### src/rtl/led_fader.sv
// -----------------------------------------------------------------------------
// led_fader
// Sits after the LED scroller and drives the physical LEDs through per-LED PWM.
// A lit LED is held at full brightness. Once its input goes dark it fades out
// linearly, which gives the scrolling pattern a comet tail. With i_en low the
// raw pattern is passed through with a one-cycle register delay.
//
// Parameters
//   N_LED      number of LEDs
//   PWM_BITS   PWM counter / brightness width (period 2^PWM_BITS cycles)
//   DECAY_DIV  clock cycles per fade step (minimum 1)
//
// Ports
//   i_clk        system clock
//   i_reset      asynchronous, active-high reset
//   i_en         1 = fade/PWM mode, 0 = bypass (o_led_out follows i_led_in)
//   i_decay_sel  fade step per decay tick: 0->1, 1->2, 2->4, 3->8
//   i_led_in     raw LED pattern from the scroller
//   o_led_out    registered drive to the physical LEDs
// -----------------------------------------------------------------------------
module led_fader #(
    parameter int          N_LED     = 16,
    parameter int          PWM_BITS  = 8,
    parameter logic [26:0] DECAY_DIV = 27'd100000
) (
    input  logic             i_clk,
    input  logic             i_reset,
    input  logic             i_en,
    input  logic [1:0]       i_decay_sel,
    input  logic [N_LED-1:0] i_led_in,
    output logic [N_LED-1:0] o_led_out
);

    localparam logic [PWM_BITS-1:0] MAX      = '1;
    localparam logic [PWM_BITS-1:0] PWM_ONE  = 1;
    localparam logic [26:0]         DIV_LAST = DECAY_DIV - 27'd1;

    logic [PWM_BITS-1:0] r_pwm_cnt;
    logic [26:0]         r_decay_cnt;
    logic [PWM_BITS-1:0] r_bright [N_LED];

    logic                w_tick;
    // Step is kept 4 bits wider than the brightness so an 8-step still
    // compares correctly against brightness when PWM_BITS is small.
    logic [PWM_BITS+3:0] w_step;
    logic [PWM_BITS-1:0] w_bright_next [N_LED];
    logic [N_LED-1:0]    w_led_next;

    // With DECAY_DIV == 1 the counter sits at 0 and the tick is high every cycle.
    assign w_tick = (r_decay_cnt == DIV_LAST);
    assign w_step = {{PWM_BITS{1'b0}}, 4'b0001} << i_decay_sel;

    generate
        for (genvar gi = 0; gi < N_LED; gi++) begin : g_led
            logic [PWM_BITS+3:0] w_bright_ext;
            logic [PWM_BITS+3:0] w_bright_dec;
            logic [PWM_BITS-1:0] w_bright_fade;

            assign w_bright_ext  = {4'b0000, r_bright[gi]};
            assign w_bright_dec  = w_bright_ext - w_step;
            // Saturate at zero instead of wrapping when the step overshoots.
            assign w_bright_fade = (w_bright_ext <= w_step) ? '0
                                                            : w_bright_dec[PWM_BITS-1:0];

            // A lit input wins over a decay tick in the same cycle.
            assign w_bright_next[gi] = i_led_in[gi] ? MAX
                                     : (w_tick ? w_bright_fade : r_bright[gi]);

            // MAX is forced continuously on; otherwise high while pwm < bright,
            // so brightness 0 is continuously off.
            assign w_led_next[gi] = i_en ? ((r_bright[gi] == MAX) | (r_pwm_cnt < r_bright[gi]))
                                         : i_led_in[gi];
        end
    endgenerate

    // Counters and brightness keep running in bypass so switching back to
    // fade mode resumes with the accumulated brightness.
    always_ff @(posedge i_clk or posedge i_reset) begin
        if (i_reset) begin
            r_pwm_cnt   <= '0;
            r_decay_cnt <= '0;
            for (int i = 0; i < N_LED; i++) begin
                r_bright[i] <= '0;
            end
            o_led_out   <= '0;
        end else begin
            r_pwm_cnt   <= r_pwm_cnt + PWM_ONE;
            r_decay_cnt <= w_tick ? 27'd0 : (r_decay_cnt + 27'd1);
            for (int i = 0; i < N_LED; i++) begin
                r_bright[i] <= w_bright_next[i];
            end
            o_led_out   <= w_led_next;
        end
    end

endmodule

### config.mk
export PLATFORM = sky130hd
export DESIGN_NAME = led_fader
export DESIGN_NICKNAME = d
export VERILOG_FILES = /design/src/rtl/led_fader.sv
export SDC_FILE = /design/constraint.sdc
export NUM_CORES = 1
export LEC_CHECK = 0
export ABC_AREA = 1
export BUFFER_PORTS_ARGS = -buffer_cell sky130_fd_sc_hd__buf_2
export CORE_ASPECT_RATIO = 1.4
export CORE_MARGIN = 5
export CORE_UTILIZATION = 23
export DETAILED_ROUTE_END_ITERATION = 7
export PLACE_DENSITY = 0.44
export SLEW_MARGIN = 25
export SYNTH_ARGS = -nofsm -noshare
export SYNTH_HDL_FRONTEND = slang
export SYNTH_SLANG_ARGS = --single-unit
### constraint.sdc
create_clock -name i_clk -period 14.61 [get_ports i_clk]
set_input_delay 1.461 -clock i_clk [delete_from_list [all_inputs] [get_ports i_clk]]
set_output_delay 1.461 -clock i_clk [all_outputs]
set_load 0.03 [all_outputs]
==> key figures, run 1 <==
Status
  • Status: completed

Synthesis
  • Simple-Gate Fraction of Synth Area: 0.323
  • Ys flop type: dfrtp_1
  • Post-synth top cells: 751 x nand2_1, 378 x inv_1, 197 x nor2_1
  • Post-Syn Area: approximately 0.016 sq mm
  • Post-synthesis cell count: 2316
  • Leading area contributor after synthesis: dfrtp_1
  • Top cells by area, synth: dfrtp_1 28%, nand2_1 18%, ha_1 15%, inv_1 8.9%, a21oi_1 4.7%
  • Area share of fa/ha/maj cells after synthesis: 0.173
  • Ys Warns: 0
  • Seq/Total Area, Yosys: 0.282
  • Net count after synthesis: 2547
  • Synth cell types: 29
  • Post-synth EDFFs: 0
  • Async S/R FF share, synth: 1.00
  • Synth Area in Compound Gates: 0.0781
  • Top-area cell type share of the netlist area: 0.282
  • Xor/xnor share of the synthesized area: 0.0370
  • Count leader, synth: nand2_1
  • Largest family of logic cells by synthesized area: simple AND/OR/NAND/NOR gates
  • Syn Area/Cell: 6.85 sq um
  • Post-synthesis register bit count: 179
  • Mux cell area share after synthesis: 0

Final layout
  • Final Net Count: 2575
  • Final Instance Area: 0.0178 sq mm
  • Final core occ: 0.258
  • Area delta synth->final: 11.9%
  • Post-Layout Cell Count: 3286
  • Layout cells sized above 1: 0.0658

Worst setup path
  • Cells on worst reg2reg path: 10
  • Critical Path AT: around 3700 ps
  • Critical path origin: i_decay_sel[1]
  • CP endpoint kind: flop
  • Crit path required time: 15020 ps
  • R2r startpoint: r_decay_cnt[0]$_DFF_PP0_
  • Setup crit start kind: input pin
  • Critical path type: input pin to flop
  • Worst-path maximum fanout: 16
  • Reg-to-reg critical path endpoint: g_led[12].w_bright_ext[6]$_DFFE_PP0P_
  • Critical Path Sink: g_led[9].w_bright_ext[7]$_DFFE_PP0P_
  • FF-to-FF setup slack: 11600 ps

Global routing
  • Global-route wire length before repair: between 70000 and 80000 um
  • GRT Overall Usage: 0.126
  • Pin count of the biggest net entering global routing: about 120
  • Vias in the first global route: 14300
  • Met1 Track Usage GR: 0.152
  • Overflow after GRT: 0
  • GRT Max-Usage Layer: met2
  • Met2 usage: 0.230
  • Initial antenna violation count: 3
  • Met3 Usage GRT: 0.0134

Die
  • DIE WIDTH: between 200 and 250 um
  • Die area: ~0.074 sq mm
  • # rows: 114
  • Initial core utilization: 0.231
  • Core area: 0.0688 sq mm
  • Die Height: around 320 um
  • IO Count: 37

Clocking
  • CTS HTree Levels: 4
  • Post-CTS Resized: 0
  • Post-CTS Hold Buffers: 0
  • Clk Latency, worst-skew pair: 470 ps
  • Max Root-Sink Buffers: 2
  • Number of buffers created by CTS: 17
  • Sink Count: 179
  • Clock root buffer: clkbuf_16
  • CTS tree: yes
  • Setup Buffers After CTS: 0
  • Clock slew at reported path FFs: 80 ps

Pwr
  • Tot Pwr: 1.09 mW
  • Leakage: 9.27 nW
  • Worst vdd rail ir drop: 0.0690 mV
  • Pwr dens: 61.1 mW/mm^2

Routing
  • Overall routed net length: 46600 um
  • Avg Vias per Cell: between 4 and 5
  • Starting DRC count in detailed routing: 710
  • DRT antenna net count: 0
  • Residual DRC: 0
  • Mean routed wirelength per cell: 14.2 um
  • Routed via count: 14300
  • DRT Pass-1 Iters: 5

Placement
  • Placer Congestion: 0.847
  • IO Port Bufs: 36
  • Placed cell areas: 0.0171 sq mm
  • Placed cell count: 3250
  • Dpl hpwl: between 30000 and 40000 um
  • Dpl ws: 10880 ps

STA
  • RSZ-0062 raised after global routing: false
  • Final-report setup violation count: 0
  • Slew at the pin with the worst max-slew slack: 919 ps
  • Fmax: 307 MHz
  • Slew Viols, Final: 0
  • Hold Slack: a little over 500 ps
  • Skew final: 11.5 ps
  • Fin crit share: 0.223
  • Rel. slew slack: 0.388
  • TNS Setup: 0 ps
  • Final Hold Viols: 0
  • Setup ws final: 11350 ps
  • Post-layout min period: 3260 ps

Min path
  • HP Class: flop to flop

Run
  • MaxCap Viol Count: 0
area by class of cell:
class | instances | area (sq um)
flip-flops and latches | 179 | 4480
multi-input cells | 1714 | 9730
clock buffers | 22 | 494
clock inverters | 10 | 97.6
fillers | 7681 | 51000
diodes | 1 | 2.50
well taps | 928 | 1160
inverters | 382 | 1440
repair buffers | 50 | 353
cell usage in the layout, fill, tap and decap left out, types with 3 or more instances in the layout:
cell          n
nor2_4       12
nand3_1     113
and3_1        5
nor3_1       42
fa_1         16
nand4_1      89
dfrtp_2       3
inv_1       377
clkinvlp_4    3
clkinv_4      3
a21oi_1     149
nor2_1      196
inv_2         3
a21oi_2      40
o21ai_0      24
clkbuf_16    17
nand2_1     750
xor2_1       65
buf_4        10
ha_1        194
nor2_2        9
buf_16        3
buf_2        36
dfrtp_1     176
clkbuf_8      5
sequential cells by signal, summed over array words and instances (netlist names):
| register | flops |
|---|---|
| g_led.w_bright_ext | 128 |
| o_led_out | 16 |
| r_decay_cnt | 27 |
| r_pwm_cnt | 8 |
routing by layer:
| metal | part of all wire | routed length (um) |
|---|---|---|
| met4 | 0.028 | 1280 |
| met2 | 0.51 | 23700 |
| met5 | 0 | 0 |
| met1 | 0.44 | 20600 |
| met3 | 0.022 | 1050 |
worst min path at each step:
stage / start / end / slack (ps) / depth (start not counted)
2_1_floorplan: r_decay_cnt[0]$_DFF_PP0_ / r_decay_cnt[0]$_DFF_PP0_ / 450 / 1
3_3_place_gp: r_decay_cnt[0]$_DFF_PP0_ / r_decay_cnt[0]$_DFF_PP0_ / 490 / 1
3_5_place_dp: r_decay_cnt[0]$_DFF_PP0_ / r_decay_cnt[0]$_DFF_PP0_ / 500 / 1
4_1_cts: r_decay_cnt[0]$_DFF_PP0_ / r_decay_cnt[0]$_DFF_PP0_ / 510 / 1
5_1_grt: r_decay_cnt[0]$_DFF_PP0_ / r_decay_cnt[0]$_DFF_PP0_ / 540 / 1
6_report: r_decay_cnt[0]$_DFF_PP0_ / r_decay_cnt[0]$_DFF_PP0_ / 500 / 1
cell families after synthesis:
family,count (synthesis)
buffers and inverters,423
XOR/XNOR,67
AO/OA/AOI/OAI,216
AND/OR/NAND/NOR,1221
flip-flops,179
adder cells (fa/ha/maj),210
critical path, cell delays in order:
cell	delay, ps
buf_2	110
inv_1	60
or2_2	570
ha_1	510
nand2_1	80
nand2_1	60
nand2_1	70
nand2_1	130
nand2_1	70
nand2_1	120
inv_1	90
nor2_4	170
nand2_1	80
nand2_1	70
power breakdown:
group | total [mW] | switching, mW | internal (mW) | leakage [nW]
combinational | 0.0964 | 0.0700 | 0.0264 | 7.24
sequential | 0.499 | 0.00136 | 0.498 | 1.74
clock | 0.490 | 0.232 | 0.259 | 0.285
Power figures use the tool's default switching activity.
==> inputs of run 2 (changes only) <==
==> constraint.sdc (replaced) <==
create_clock -name i_clk -period 3.32 [get_ports i_clk]
set_input_delay 0.332 -clock i_clk [delete_from_list [all_inputs] [get_ports i_clk]]
set_output_delay 0.332 -clock i_clk [all_outputs]
set_load 0.03 [all_outputs]
==> run 2 against run 1 <==
Against the previous run: clock-buffer cell count grew 2; total power grew to 4.3 times the previous value; cell area grew 0.37%; worst hold slack lost 320 ps; clock power grew to 4.2 times the previous value; combinational power grew to 4.4 times the previous value; wire length grew 1.3%; clock skew grew 1.4 ps; largest cell class unchanged.
==> key figures, run 2 (synthesis results as in run 1) <==
Status
  • Status: completed

Final layout
  • Number of flip-flops in the largest register: 128 (unchanged)
  • Final Net Count: 2586 (+0.43%)
  • Top reg by flops: g_led.w_bright_ext
  • Most common library cell in the layout ignoring fill and taps: nand2_1
  • Biggest regs: g_led.w_bright_ext: 128 flops, r_decay_cnt: 27 flops, o_led_out: 16 flops
  • Commonest non-fill, non-tap cells in the layout: 750 x nand2_1, 377 x inv_1, 196 x nor2_1
  • Filler cell count: 7674 (-0.091%)
  • Post-Layout Cell Count: 3297 (+0.33%)
  • Area delta synth->final: 12.3%
  • Layout cells sized above 1: 0.0667 (+0.000961)

Worst setup path
  • Setup crit start kind: flop
  • FF-to-FF setup slack: 840 ps (-10760 ps)
  • Critical Path AT: 2890 ps (-770 ps)
  • CP endpoint kind: flop
  • Worst-path maximum fanout: 72 (+56)
  • Critical path type: flop to flop
  • Crit path required time: 3730 ps (-11290 ps)

Placement
  • IO Port Bufs: 36 (unchanged)
  • Dpl ws: 732 ps (-10150 ps)
  • Placed cell count: 3263 (+0.40%)
  • Placer Congestion: 0.848 (+0.13%)
  • Dpl hpwl: 34000 um (+4.5%)

Global routing
  • Overflow after GRT: 0 (unchanged)
  • GRT Overall Usage: 0.129 (+0.00291)
  • Vias in the first global route: 14800 (+3.9%)
  • Initial antenna violation count: 3 (unchanged)
  • Global-route wire length before repair: 77100 um (+2.4%)
  • Pin count of the biggest net entering global routing: 80 (-33%)

STA
  • RSZ-0062 raised after global routing: false
  • Slew at the pin with the worst max-slew slack: 1020 ps (+98.7 ps)
  • TNS Setup: 0 ps (unchanged)
  • Rel. slew slack: 0.322 (-0.0658)
  • Final Hold Viols: 0 (unchanged)
  • Slew Viols, Final: 0 (unchanged)
  • Post-layout min period: 2480 ps
  • Skew final: 12.9 ps (+1.36 ps)
  • Fmax: between 400 and 500 MHz
  • Final-report setup violation count: 0 (unchanged)
  • Setup ws final: 840 ps (-10510 ps)
  • Fin crit share: 0.747

Clocking
  • Clk Latency, worst-skew pair: 470 ps (about the same)
  • Clock root buffer: clkbuf_16
  • Max Root-Sink Buffers: 2 (unchanged)
  • CTS HTree Levels: 4 (unchanged)
  • Post-CTS Resized: 0 (unchanged)
  • CTS tree: yes
  • Number of buffers created by CTS: 17 (unchanged)
  • Sink Count: 179 (unchanged)
  • Clock slew at reported path FFs: 70 ps (about the same)

Routing
  • Starting DRC count in detailed routing: 708 (-0.28%)
  • Avg Vias per Cell: 4.39 (+0.83%)
  • Residual DRC: 0 (unchanged)
  • Overall routed net length: 47200 um (+1.3%)
  • DRT antenna net count: 0 (unchanged)
  • Mean routed wirelength per cell: 14.3 um (+0.97%)
  • DRT Pass-1 Iters: 5 (unchanged)
  • Routed via count: 14500 (+1.2%)

Pwr
  • Worst vdd rail ir drop: 0.306 mV (+340%)
  • Leakage: 9.30 nW (+0.32%)
  • Pwr dens: 262 mW/mm^2 (+330%)

Die
  • DIE WIDTH: 232 um (unchanged)
  • Die area: 0.0744 sq mm (unchanged)
  • Core area: 0.0688 sq mm (unchanged)
  • # rows: 114 (unchanged)
  • Initial core utilization: 0.231 (unchanged)
  • Die Height: 321 um (unchanged)
  • IO Count: 37 (unchanged)

Min path
  • HP Class: input pin to flop

Run
  • MaxCap Viol Count: 0 (unchanged)
==> run 2: critical path: stages (launching register included) <==
cell and delay [ps]:
dfrtp_1 400, ha_1 220, nand2_1 100, nor2_2 220
nand3_1 180, clkinv_1 150, nand2_8 380, buf_4 400
nor2_2 200, nand2_1 80, nand2_1 70
==> run 2: final timing paths <==
path	cells after the start	start	to
setup reg to reg	10	r_decay_cnt[0]$_DFF_PP0_	g_led[12].w_bright_ext[7]$_DFFE_PP0P_
min in group asynchronous	3	i_reset	g_led[13].w_bright_ext[3]$_DFFE_PP0P_
hold / removal	3	i_led_in[1]	g_led[1].w_bright_ext[6]$_DFFE_PP0P_
setup / recovery	10	r_decay_cnt[0]$_DFF_PP0_	g_led[12].w_bright_ext[7]$_DFFE_PP0P_
max in group asynchronous	4	i_reset	g_led[0].w_bright_ext[5]$_DFFE_PP0P_
hold reg to reg	1	r_decay_cnt[0]$_DFF_PP0_	r_decay_cnt[0]$_DFF_PP0_
==> run 2: where the power goes <==
part | total (mW) | switching (mW) | internal, mW | leakage (nW)
Combinational | 0.422 | 0.302 | 0.120 | 7.29
Clock | 2.05 | 0.956 | 1.09 | 0.258
Sequential | 2.20 | 0.00643 | 2.19 | 1.75
==> run 2: final cells by class <==
cell class                      count  area [sq um]  area share
Antenna cell                        1          2.50    0.000140
Clock buffer                       24           482      0.0270
Clock inverter                      8          77.6     0.00435
Inverter                          382          1440      0.0806
Multi-Input combinational cell   1714          9730       0.546
Sequential cell                   179          4480       0.251
Tap cell                          928          1160      0.0651
Timing Repair Buffer               61           458      0.0257
==> run 2: per-layer routing <==
layer | part of all wire | track usage
met1 | 0.43 | 0.149
met2 | 0.52 | 0.242
met3 | 0.023 | 0.0143
met4 | 0.032 | 0.0502
met5 | 0.00028 | 0
==> run 2: timing repair <==
item	CTS	global route
buffers inserted	0	0
endpoints found under the hold margin	1	0
hold buffers	1	0
==> run 2: through the flow <==
step           total power, mW  area, sq um  hold WS [ps]   util
6_report                  4.67        17800           181  0.259
2_1_floorplan             2.53        15900           446      -
5_1_grt                   4.88        17800           194  0.259
3_3_place_gp              2.67        17300           278  0.251
3_5_place_dp              2.67        17300           275  0.251
4_1_cts                   4.78        17800           153  0.259
